===== src/rtl/fifo_arb_pkg.sv =====
// Definitions for the FIFO write-port arbiter.
package fifo_arb_pkg;

    localparam int unsigned NUM_REQ_DEFAULT   = 4;
    localparam int unsigned MAX_BURST_DEFAULT = 4;
    localparam int unsigned CNT_WIDTH_DEFAULT = 16;

    // Burst-hold states (HOLD is only reachable when burst hold is compiled in).
    typedef enum logic {
        StIdle = 1'b0,
        StHold = 1'b1
    } arb_state_e;

    // Increment v modulo n.
    function automatic int unsigned wrap_inc(input int unsigned v, input int unsigned n);
        return (v + 1 >= n) ? 0 : v + 1;
    endfunction

endpackage


===== src/rtl/fifo_pkg.sv =====
// Shared FIFO datapath definitions.
package fifo_pkg;

    // Width of one FIFO word.
    localparam int unsigned DATA_WIDTH = 8;

endpackage


===== src/rtl/rr_pick.sv =====
// Wrap-around priority search: first valid bit at or after rr_ptr, searching upward.
module rr_pick #(
    parameter int unsigned N  = 4,
    parameter int unsigned IW = (N > 1) ? $clog2(N) : 1
) (
    input  logic [N-1:0]  valid,
    input  logic [IW-1:0] rr_ptr,
    output logic [N-1:0]  grant,
    output logic [IW-1:0] idx,
    output logic          any
);

    logic [IW-1:0] pos;

    // Scan N positions starting at rr_ptr; the first valid one wins.
    always_comb begin
        grant = '0;
        idx   = '0;
        any   = 1'b0;
        pos   = '0;
        for (int unsigned i = 0; i < N; i++) begin
            pos = IW'((32'(rr_ptr) + i) % N);
            if (!any && valid[pos]) begin
                grant[pos] = 1'b1;
                idx        = pos;
                any        = 1'b1;
            end
        end
    end

endmodule


===== src/rtl/fifo_wr_arbiter.sv =====
// Round-robin arbiter sharing one FIFO write port between NUM_REQ requesters.
// Zero-latency grant path; per-requester saturating beat counters.
// Optional burst hold (owner keeps the grant up to MAX_BURST beats) is compiled in
// only when FIFO_ARB_BURST_EN is defined.
module fifo_wr_arbiter
    import fifo_pkg::*;
    import fifo_arb_pkg::*;
#(
    parameter int unsigned NUM_REQ   = NUM_REQ_DEFAULT,
    parameter int unsigned MAX_BURST = MAX_BURST_DEFAULT,
    parameter int unsigned CNT_WIDTH = CNT_WIDTH_DEFAULT,
    localparam int unsigned ID_W     = $clog2(NUM_REQ)
) (
    input  logic                                clk,
    input  logic                                rst_n,
    input  logic [NUM_REQ-1:0]                  req_valid,
    input  logic [NUM_REQ-1:0][DATA_WIDTH-1:0]  req_data,
    output logic [NUM_REQ-1:0]                  req_ready,
    input  logic                                fifo_full,
    output logic                                fifo_wr_en,
    output logic [DATA_WIDTH-1:0]               fifo_wr_data,
    input  logic                                cnt_clr,
    output logic [NUM_REQ-1:0][CNT_WIDTH-1:0]   beat_cnt,
    output logic [ID_W-1:0]                     last_id,
    output logic                                busy
);

    if (NUM_REQ < 2 || NUM_REQ > 8 || MAX_BURST < 1 || MAX_BURST > 16) begin : g_bad_param
        $error("fifo_wr_arbiter: NUM_REQ must be 2..8 and MAX_BURST 1..16");
    end

    logic [ID_W-1:0]              rr_ptr_q, rr_ptr_d;
    logic [ID_W-1:0]              last_id_q;
    logic [NUM_REQ-1:0][CNT_WIDTH-1:0] beat_cnt_q;

    logic [NUM_REQ-1:0]           pick_valid;
    logic [NUM_REQ-1:0]           grant;
    logic [ID_W-1:0]              win_idx;
    logic                         win_any;
    logic                         accept;

`ifdef FIFO_ARB_BURST_EN
    arb_state_e                   state_q, state_d;
    logic [ID_W-1:0]              owner_q, owner_d;
    logic [4:0]                   burst_q, burst_d;
    logic                         owner_valid;

    // While holding, only the owner may be picked.
    always_comb begin
        owner_valid = req_valid[owner_q];
        pick_valid  = req_valid;
        if (state_q == StHold) begin
            pick_valid = req_valid & (NUM_REQ'(1) << owner_q);
        end
    end
`else
    // Without burst hold every requester competes every cycle.
    always_comb begin
        pick_valid = req_valid;
    end
`endif

    rr_pick #(
        .N  (NUM_REQ),
        .IW (ID_W)
    ) u_rr_pick (
        .valid  (pick_valid),
        .rr_ptr (rr_ptr_q),
        .grant  (grant),
        .idx    (win_idx),
        .any    (win_any)
    );

    // Grant path: combinational, suppressed by a full FIFO or an asserted reset.
    always_comb begin
        accept       = rst_n & ~fifo_full & win_any;
        req_ready    = grant & {NUM_REQ{accept}};
        fifo_wr_en   = accept;
        fifo_wr_data = req_data[win_idx];
    end

`ifdef FIFO_ARB_BURST_EN
    // Burst FSM next state; a full FIFO freezes pointer, state and burst count.
    always_comb begin
        state_d  = state_q;
        owner_d  = owner_q;
        burst_d  = burst_q;
        rr_ptr_d = rr_ptr_q;
        if (!fifo_full) begin
            case (state_q)
                StIdle: begin
                    if (accept) begin
                        if (MAX_BURST > 1) begin
                            state_d = StHold;
                            owner_d = win_idx;
                            burst_d = 5'd1;
                        end else begin
                            rr_ptr_d = ID_W'(wrap_inc(32'(win_idx), NUM_REQ));
                        end
                    end
                end
                StHold: begin
                    if (owner_valid && (32'(burst_q) + 1 < MAX_BURST)) begin
                        burst_d = burst_q + 5'd1;
                    end else begin
                        // Burst complete, or owner dropped valid (one bubble cycle).
                        state_d  = StIdle;
                        burst_d  = '0;
                        rr_ptr_d = ID_W'(wrap_inc(32'(owner_q), NUM_REQ));
                    end
                end
                default: state_d = StIdle;
            endcase
        end
        busy = (state_q == StHold);
    end

    // Burst FSM state register.
    always_ff @(posedge clk or negedge rst_n) begin
        if (!rst_n) begin
            state_q <= StIdle;
            owner_q <= '0;
            burst_q <= '0;
        end else begin
            state_q <= state_d;
            owner_q <= owner_d;
            burst_q <= burst_d;
        end
    end
`else
    // Single-state round robin: pointer moves past each accepted requester.
    always_comb begin
        rr_ptr_d = rr_ptr_q;
        if (accept) begin
            rr_ptr_d = ID_W'(wrap_inc(32'(win_idx), NUM_REQ));
        end
        busy = 1'b0;
    end
`endif

    // Round-robin pointer and last accepted requester.
    always_ff @(posedge clk or negedge rst_n) begin
        if (!rst_n) begin
            rr_ptr_q  <= '0;
            last_id_q <= '0;
        end else begin
            rr_ptr_q <= rr_ptr_d;
            if (accept) begin
                last_id_q <= win_idx;
            end
        end
    end

    // Saturating per-requester beat counters; clear wins over increment.
    always_ff @(posedge clk or negedge rst_n) begin
        if (!rst_n) begin
            beat_cnt_q <= '0;
        end else begin
            for (int unsigned k = 0; k < NUM_REQ; k++) begin
                if (cnt_clr) begin
                    beat_cnt_q[k] <= '0;
                end else if (req_ready[k] && (beat_cnt_q[k] != '1)) begin
                    beat_cnt_q[k] <= beat_cnt_q[k] + CNT_WIDTH'(1);
                end
            end
        end
    end

    assign beat_cnt = beat_cnt_q;
    assign last_id  = last_id_q;

endmodule

===== config.mk =====
export PLATFORM = sky130hd
export DESIGN_NAME = fifo_wr_arbiter
export DESIGN_NICKNAME = d
export VERILOG_FILES = /design/src/rtl/fifo_arb_pkg.sv /design/src/rtl/fifo_pkg.sv /design/src/rtl/rr_pick.sv /design/src/rtl/fifo_wr_arbiter.sv
export SDC_FILE = /design/constraint.sdc
export NUM_CORES = 1
export LEC_CHECK = 0
export ABC_AREA = 0
export BUFFER_PORTS_ARGS = -buffer_cell sky130_fd_sc_hd__buf_4
export CORE_UTILIZATION = 40
export DETAILED_ROUTE_END_ITERATION = 10
export HOLD_SLACK_MARGIN = 0.03
export PLACE_DENSITY = 0.66
export SYNTH_ARGS = -nofsm -noshare
export SYNTH_HDL_FRONTEND = slang
export SYNTH_HIERARCHICAL = 1
export SYNTH_SLANG_ARGS = --single-unit

===== constraint.sdc =====
create_clock -name clk -period 8.45 [get_ports clk]
set_input_delay 1.2675 -clock clk [delete_from_list [all_inputs] [get_ports clk]]
set_output_delay 1.2675 -clock clk [all_outputs]
set_load 0.03 [all_outputs]

==> results by group, run 1 <==
Run status
  – Status: finished, final reports clean

Pwr
  – Combinational power share: 0.454
  – Switching share of total power: 0.384
  – Total leakage power: 2.35 nW
  – Internal: 0.749 mW
  – Pwr Density: 215 nW/um2
  – Tot Pwr: 1.22 mW
  – Switching power: 0.467 mW
  – Register share of total power: 0.299
  – Clock share of power: 0.246
  – Peak supply drop: 134 uV

CTS
  – CTS buffer count: 9
  – CTS tree: done
  – Clk sinks: 68
  – Worst skew pair latency: 340 ps
  – Hold buffer count at cts: 0
  – Clock root buffer: clkbuf_8
  – Reg clk slew, reported paths: 80 ps
  – Post-CTS Setup Bufs: 0
  – H-tree Lvls: 3
  – Post-CTS sizing: 0
  – Max clock buf depth: 2

Placement
  – Placed cells: 716
  – Buffers added on ports: 118
  – HPWL after DPL: 8590 um
  – RePlAce Congestion: 0.846

Synth
  – Number of synthesized register bits: 68
  – Adder-cell area share of the yosys netlist: 0.0280
  – Combinational family with the most area after synthesis: simple AND/OR/NAND/NOR gates
  – Post-synth EDFFs: 0
  – Synth Area in Simple Gates: 0.259
  – Mean post-synth cell area: 9.35 um2
  – Asr flop ratio synth: 1.00
  – Synth unique cells: 56
  – Mapped Nets: 527
  – Seq/Total Area, Yosys: 0.381
  – Area share of the largest cell type after synthesis: 0.381
  – Most common flop cell mapped by yosys: dfrtp_1
  – Mux share of post-synthesis cell area: 0.104
  – Post-Syn Instances: 477
  – Compound-Gate Fraction of Synth Area: 0.188
  – Top-count cell post-synth: dfrtp_1
  – Post-Syn Area: 4460 um2
  – Synth warn: 6
  – Synth area leaders: dfrtp_1, mux4_2, a21oi_1, nand2_1, mux2_2
  – Largest area contributor in the netlist: dfrtp_1
  – Post-Synth XOR/XNOR Area: 0
  – Commonest cells in the netlist: dfrtp_1, nand2_1, a21oi_1

Detailed routing
  – Pre-antenna DRT Iters: 5
  – Vias per cell: 5.96
  – DRC Markers: 0
  – DRT iter0 DRCs: 321
  – Drt wl/cell: 16.6 um
  – Final ANT Viol Nets: 0
  – DRT Wirelength: 12100 um
  – Via Count: 4366

Timing
  – Setup_tns: 0 ps
  – Fmax: 209 MHz
  – Hold Vio Cnt, Final: 0
  – Rel. slew slack: 0.284
  – Hold Slack: 497 ps
  – Final setup fails: 0
  – RSZ-0062 raised after global routing: false
  – Crit share post-route: 0.567
  – Slew of the pin with the lowest slew margin: 1060 ps
  – Skew final: 12.6 ps
  – Final count of pins violating max slew: 0
  – Fin crit period: 4790 ps

Floorplan
  – # IOs: 120
  – Row count: 38
  – Initial Util: 0.412
  – Core area: 10800 um2
  – Die height: 108 um
  – Chip Width: 108 um
  – DIE AREA: 11600 um2

Setup path
  – CP required: 7180 ps
  – Worst Setup Start Kind: flip-flop
  – Arrival @ worst endpoint: 3520 ps
  – Setup crit end kind: primary output
  – Worst r2r path cells: 10
  – CP max FO: 13
  – Critical path type: reg2out

Min path
  – HP Class: reg2reg
  – Hold path cells: 2

Run
  – Max_cap viols: 0

Global route
  – GRT overflow: 0
  – Vias in the first global route: 4069
  – Total GRT Usage: 0.217
  – First-pass GRT wire length: 20200 um
  – Initial antenna violation count: 0
  – Largest net degree at the start of global routing: 71

Cells and area
  – Nets: 637
  – Non-Filler Instances: 732
  – FF/Latch Area: 1700 um2
  – Area occupied by multi-input gates: 2590 um2
  – Diode count: 0
  – Synth-to-layout area growth: 26.8%
  – Filler cells: 1010
  – Layout cells sized above 1: 0.285
  – Final core utilization: 0.522
[state kept, by name, summed over array words and instances, names as in the netlist]
signal and cells:
beat_cnt 64, last_id 2, rr_ptr_q 2
[critical path: stages (launching register included)]
cell and delay [ps]:
dfrtp_1 670, inv_1 160, ha_1 410, mux4_2 450
and2b_2 310, o21ai_0 100, o31ai_2 100, buf_4 260
mux4_2 530, buf_4 180
[kinds of logic after synthesis]
logic type,after synthesis
AO/OA/AOI/OAI,127
adder cells (fa/ha/maj),10
buffers and inverters,40
flip-flops,68
multiplexers,29
other,1
AND/OR/NAND/NOR,202
[metal layers]
layer,track usage,part of all wire
met5,0,0
met2,0.365,0.51
met4,0.0685,0.014
met1,0.292,0.45
met3,0.0248,0.031
[per-stage QoR]
| step | worst slack [ps] | instance area [um2] |
|---|---|---|
| floorplan | 3720 | 4460 |
| global placement | 3760 | 5440 |
| detailed placement | 3710 | 5440 |
| CTS | 3650 | 5660 |
| global route | 3450 | 5660 |
| finish | 3660 | 5660 |
[area by class of cell]
type	instances	share of cell area
Sequential cell	68	0.301
Multi-Input combinational cell	369	0.458
Clock inverter	5	0.0133
Timing Repair Buffer	120	0.159
Clock buffer	11	0.0250
Tap cell	140	0.0310
Inverter	19	0.0126
[power by group through the flow]
| stage | Combinational [mW] | Clock, mW | Sequential (mW) |
|---|---|---|---|
| after floorplan | 0.399 | 0 | 0.375 |
| after global placement | 0.542 | 0 | 0.369 |
| after detailed placement | 0.551 | 0 | 0.370 |
| after CTS | 0.553 | 0.305 | 0.364 |
| after global routing | 0.595 | 0.322 | 0.366 |
| final | 0.552 | 0.300 | 0.363 |
[worst paths after layout]
| path | from | slack (ps) | endpoint |
|---|---|---|---|
| worst min-delay path | last_id[1]$_DFFE_PN0N_ | 500 | last_id[1]$_DFFE_PN0N_ |
| worst max-delay path | rr_ptr_q[0]$_DFFE_PN0N_ | 3660 | fifo_wr_data[7] |
| worst min register to register | last_id[1]$_DFFE_PN0N_ | 500 | last_id[1]$_DFFE_PN0N_ |
| min in group asynchronous | rst_n | 1200 | beat_cnt[13]$_DFFE_PN0P_ |
| worst max register to register | rr_ptr_q[0]$_DFFE_PN0N_ | 4230 | beat_cnt[47]$_DFFE_PN0P_ |
| max in group asynchronous | rst_n | 6670 | beat_cnt[20]$_DFFE_PN0P_ |
[layout by cell type (no fill, tap or decap), types with 8 or more instances in the layout]
cell      synthesis  final
buf_4             1    120
dfrtp_1          68     68
nand2_1          45     45
a21oi_1          38     38
nor2_1           22     22
o21ai_0          22     22
nand3_1          21     21
inv_1            19     19
nand4_1          18     18
or4_1            18     18
o31ai_1          17     16
or3_1            14     14
nor4_1           13     13
mux2_2           13     13
nor2b_1          12     12
mux4_2           10     10
ha_1             10     10
clkbuf_8          0     10
o41ai_1           9      9
nor3_1            9      9
o311ai_0          8      8
a22oi_1           8      8
No activity file was read; power rests on OpenSTA's default activity.
==> run 2: changes to the inputs <==
Settings changed: PLACE_DENSITY 0.66 to 0.68.
Clock period 8.45 ns to 4.2 ns, I/O delays scaled along.
==> run 2 against run 1 <==
  * Non-clock buffer count rose by 2
  * Power rose by 92%
  * Clock skew fell by 3.5 ps
  * Cell count did not move
  * Core utilization fell by 0.40 points
  * First-iteration DRC count fell by 15%
  * Largest power group unchanged
  * Combinational power rose by 110%
  * Routed wire length fell by 0.36%
  * Worst hold slack got worse by 410 ps
  * Critical endpoint is now fifo_wr_data[5]
  * Worst setup slack got worse by 3400 ps
  * Sequential power rose by 97%
  * Clock power rose by 54%
==> results by group, run 2 (synthesized netlist as in run 1, its figures left out) <==
Cells and area
  – Synth-to-layout area growth: 25.8%
  – Filler cells: 1042
  – Diode count: 0
  – Nets: 639
  – Most frequent cells in the layout: buf_4, dfrtp_1, nand2_1, a21oi_1
  – Non-Filler Instances: 732
  – Layout cells sized above 1: 0.284
  – Commonest non-fill, non-tap cell in the layout: buf_4
  – Post-route design area: 5610 um2
  – Final core utilization: 0.518
  – Max reg flops: 64

Placement
  – RePlAce Congestion: 0.790
  – Placed cells: 718
  – Placed Area: 5460 um2
  – Dpl ws: 365 ps
  – HPWL after DPL: 8680 um
  – Buffers added on ports: 118

CTS
  – Worst skew pair latency: 340 ps
  – Post-CTS sizing: 0
  – CTS buffer count: 9
  – CTS tree: done
  – Hold buffer count at cts: 0
  – Post-CTS Setup Bufs: 0
  – Clk sinks: 68
  – H-tree Lvls: 3
  – Max clock buf depth: 2
  – Reg clk slew, reported paths: 70 ps
  – Clock root buffer: clkbuf_8

Pwr
  – Total leakage power: 2.32 nW
  – Peak supply drop: 328 uV
  – Pwr Density: 416 nW/um2
  – Tot Pwr: 2.33 mW

Detailed routing
  – DRC Markers: 0
  – Drt wl/cell: 16.5 um
  – DRT iter0 DRCs: 274
  – DRT Wirelength: 12100 um
  – Via Count: 4373
  – Final ANT Viol Nets: 0
  – Pre-antenna DRT Iters: 4
  – Vias per cell: 5.97

Floorplan
  – # IOs: 120
  – Initial Util: 0.412
  – Core area: 10800 um2
  – DIE AREA: 11600 um2
  – Row count: 38
  – Die height: 108 um
  – Chip Width: 108 um

Timing
  – Hold Slack: 87.4 ps
  – Fin crit period: 3990 ps
  – RSZ-0062 raised after global routing: false
  – Final count of pins violating max slew: 0
  – Final setup fails: 0
  – Skew final: 9.20 ps
  – Setup ws final: 214 ps
  – Slew of the pin with the lowest slew margin: 1130 ps
  – Rel. slew slack: 0.241
  – Crit share post-route: 0.949
  – Hold Vio Cnt, Final: 0
  – Setup_tns: 0 ps
  – Fmax: 251 MHz

Setup path
  – CP max FO: 10
  – Arrival @ worst endpoint: 3360 ps
  – Worst Setup Start Kind: flip-flop
  – Register-to-register setup slack: 370 ps
  – Setup crit end kind: primary output
  – CP required: 3570 ps
  – Critical path type: reg2out

Global route
  – Largest net degree at the start of global routing: 71
  – Initial antenna violation count: 0
  – First-pass GRT wire length: 20200 um
  – Total GRT Usage: 0.218
  – Vias in the first global route: 4072
  – GRT overflow: 0

Run status
  – Status: finished, final reports clean

Run
  – Max_cap viols: 0

Min path
  – HP Class: in2async
run 2: cell count changes in the layout (fill, tap and decap cells not counted):
cell / previous run / this run
clkbuf_1: 1 / 2
buf_4: 120 / 122
clkinvlp_4: 0 / 1
clkinv_2: 3 / 1
bufinv_16: 2 / 0
run 2: worst max-delay path, stage by stage, from the launching register on:
cell	delay, ps
dfrtp_1	510
inv_1	150
ha_1	380
mux4_2	450
o311ai_0	440
a32o_1	510
mux4_2	400
buf_4	190
run 2: worst paths after layout:
kind,from,end,cells after the start
worst min register to register,last_id[1]$_DFFE_PN0N_,last_id[1]$_DFFE_PN0N_,2
worst min-delay path,rst_n,rr_ptr_q[0]$_DFFE_PN0N_,1
min in group clk,last_id[1]$_DFFE_PN0N_,last_id[1]$_DFFE_PN0N_,2
worst max-delay path,rr_ptr_q[1]$_DFFE_PN0N_,fifo_wr_data[5],7
worst max register to register,rr_ptr_q[1]$_DFFE_PN0N_,beat_cnt[62]$_DFFE_PN0P_,10
max in group asynchronous,rst_n,beat_cnt[62]$_DFFE_PN0P_,2
run 2: report_power, final:
part | internal, mW | switching (mW) | leakage [nW]
combinational | 0.494 | 0.666 | 1.30
clock | 0.224 | 0.238 | 0.0783
sequential | 0.681 | 0.0327 | 0.944
run 2: final cells by class:
| class | instances | area [um2] | share of cell area |
|---|---|---|---|
| multi-input combinational | 369 | 2590 | 0.462 |
| sequential | 68 | 1700 | 0.303 |
| timing repair buffer | 122 | 916 | 0.163 |
| tap | 140 | 175 | 0.0312 |
| clock buffer | 12 | 145 | 0.0259 |
| inverter | 19 | 71.3 | 0.0127 |
| clock inverter | 2 | 12.5 | 0.00223 |
run 2: metal layers:
layer / vias to the layer above / wire, um / part of all wire / track usage
met4: 0 / 191 / 0.016 / 0.0773
li1: 2102 / - / - / -
met2: 96 / 6050 / 0.50 / 0.361
met3: 13 / 450 / 0.037 / 0.0363
met5: - / 0 / 0 / 0
met1: 2162 / 5390 / 0.45 / 0.285
==> run 3: changes to the inputs <==
Settings changed: CELL_PAD_IN_SITES_DETAIL_PLACEMENT set to 0, CELL_PAD_IN_SITES_GLOBAL_PLACEMENT set to 1, CORE_UTILIZATION 40 to 36, PLACE_DENSITY 0.68 to unset, PLACE_DENSITY_LB_ADDON set to 0.1.
==> run 3 against run 2 <==
  * Design area increased by 4.1%
  * Critical path type unchanged
  * Sequential share of layout area down 1.2 points
  * Count of clock-buffer cells in the layout decreased by 3
  * Maximum frequency is 7.7% higher
  * Non-clock buffer count increased by 2
  * Sequential power shrank 1%
  * Clock power up 91%
  * Die area rose by 11%
  * Routed wire length is 3.8% higher
  * Combinational power hardly changed
  * Worst hold slack improved by 2.6 ps
==> results by group, run 3 (synthesized netlist as in run 1, its figures left out) <==
CTS
  – Worst skew pair latency: 340 ps
  – CTS tree: done
  – Clk sinks: 68
  – Post-CTS Setup Bufs: 0
  – Reg clk slew, reported paths: 60 ps
  – Clock root buffer: clkbuf_16
  – Max clock buf depth: 2
  – Hold buffer count at cts: 0
  – Post-CTS sizing: 0
  – H-tree Lvls: 3
  – CTS buffer count: 9

Cells and area
  – Non-Filler Instances: 764
  – FF/Latch Area: 1700 um2
  – Max reg flops: 64
  – Nets: 641
  – Synth-to-layout area growth: 31.0%
  – Commonest non-fill, non-tap cell in the layout: buf_4
  – Diode count: 0
  – Final core utilization: 0.485
  – Area occupied by multi-input gates: 2590 um2
  – Filler cells: 1170
  – Layout cells sized above 1: 0.292
  – Most frequent cells in the layout: buf_4, dfrtp_1, nand2_1, a21oi_1

Timing
  – Final count of pins violating max slew: 0
  – Setup_tns: 0 ps
  – Fmax: 270 MHz
  – Slew of the pin with the lowest slew margin: 1190 ps
  – Fin crit period: 3700 ps
  – Rel. slew slack: 0.201
  – RSZ-0062 raised after global routing: false
  – Setup ws final: 498 ps
  – Skew final: 5.18 ps
  – Final setup fails: 0
  – Crit share post-route: 0.881
  – Hold Slack: 89.9 ps
  – Hold Vio Cnt, Final: 0

Global route
  – Vias in the first global route: 4203
  – First-pass GRT wire length: 21000 um
  – Largest net degree at the start of global routing: 71
  – GRT overflow: 0
  – Initial antenna violation count: 0
  – Total GRT Usage: 0.204

Setup path
  – Worst Setup Start Kind: flip-flop
  – Setup crit end kind: primary output
  – CP max FO: 11
  – Arrival @ worst endpoint: 3070 ps
  – Critical path type: reg2out
  – CP required: 3570 ps

Detailed routing
  – Final ANT Viol Nets: 0
  – Vias per cell: 5.77
  – Pre-antenna DRT Iters: 4
  – DRT iter0 DRCs: 274
  – DRT Wirelength: 12500 um
  – Via Count: 4407
  – DRC Markers: 0
  – Drt wl/cell: 16.4 um

Placement
  – HPWL after DPL: 8900 um
  – Buffers added on ports: 118
  – Placed cells: 748
  – Dpl ws: 387 ps
  – RePlAce Congestion: 0.834

Floorplan
  – DIE AREA: 12800 um2
  – Die height: 113 um
  – Chip Width: 113 um
  – # IOs: 120
  – Core area: 12100 um2
  – Initial Util: 0.370
  – Row count: 40

Run status
  – Status: finished, final reports clean

Run
  – Max_cap viols: 0

Pwr
  – Total leakage power: 2.42 nW
  – Pwr Density: 473 nW/um2
  – Peak supply drop: 223 uV

Min path
  – HP Class: in2async
run 3: area by class of cell:
type | instances | share of cell area
Timing Repair Buffer | 124 | 0.159
Sequential cell | 68 | 0.291
Multi-Input combinational cell | 369 | 0.443
Clock inverter | 7 | 0.0197
Inverter | 19 | 0.0122
Tap cell | 168 | 0.0360
Clock buffer | 9 | 0.0385
run 3: per-layer routing:
layer	track usage	part of all wire
met1	0.272	0.46
met2	0.337	0.48
met3	0.0487	0.042
met4	0.0465	0.011
met5	0	0
run 3: stage by stage:
| step | cell area, um2 | power, mW |
|---|---|---|
| finish | 5850 | 2.76 |
| global route | 5850 | 2.90 |
| CTS | 5850 | 2.79 |
| detailed placement | 5510 | 1.90 |
| global placement | 5510 | 1.89 |
| floorplan | 4460 | 1.56 |
run 3: final timing paths:
check / startpoint / end / slack, ps / depth (start not counted)
min reg2reg: last_id[0]$_DFFE_PN0N_ / last_id[0]$_DFFE_PN0N_ / 480 / 2
max reg2reg: rr_ptr_q[1]$_DFFE_PN0N_ / beat_cnt[47]$_DFFE_PN0P_ / 580 / 10
max: rr_ptr_q[1]$_DFFE_PN0N_ / fifo_wr_data[3] / 500 / 9
max in group asynchronous: rst_n / beat_cnt[41]$_DFFE_PN0P_ / 3040 / 2
min: rst_n / beat_cnt[30]$_DFFE_PN0P_ / 90 / 1
min in group clk: last_id[0]$_DFFE_PN0N_ / last_id[0]$_DFFE_PN0N_ / 480 / 2
run 3: power breakdown:
part	switching [mW]	leakage [nW]	internal (mW)	total, mW
Sequential	0.0221	0.944	0.682	0.704
Clock	0.302	0.161	0.578	0.879
Combinational	0.680	1.31	0.500	1.18
Total	1.00	2.42	1.76	2.76
run 3: critical path: stages, from the launching register on:
cell     delay [ps]
dfrtp_1         340
inv_1            80
ha_1            370
mux4_2          450
and2b_2         300
o21ai_0         100
o31ai_2          90
buf_4           280
mux4_2          540
buf_4           190
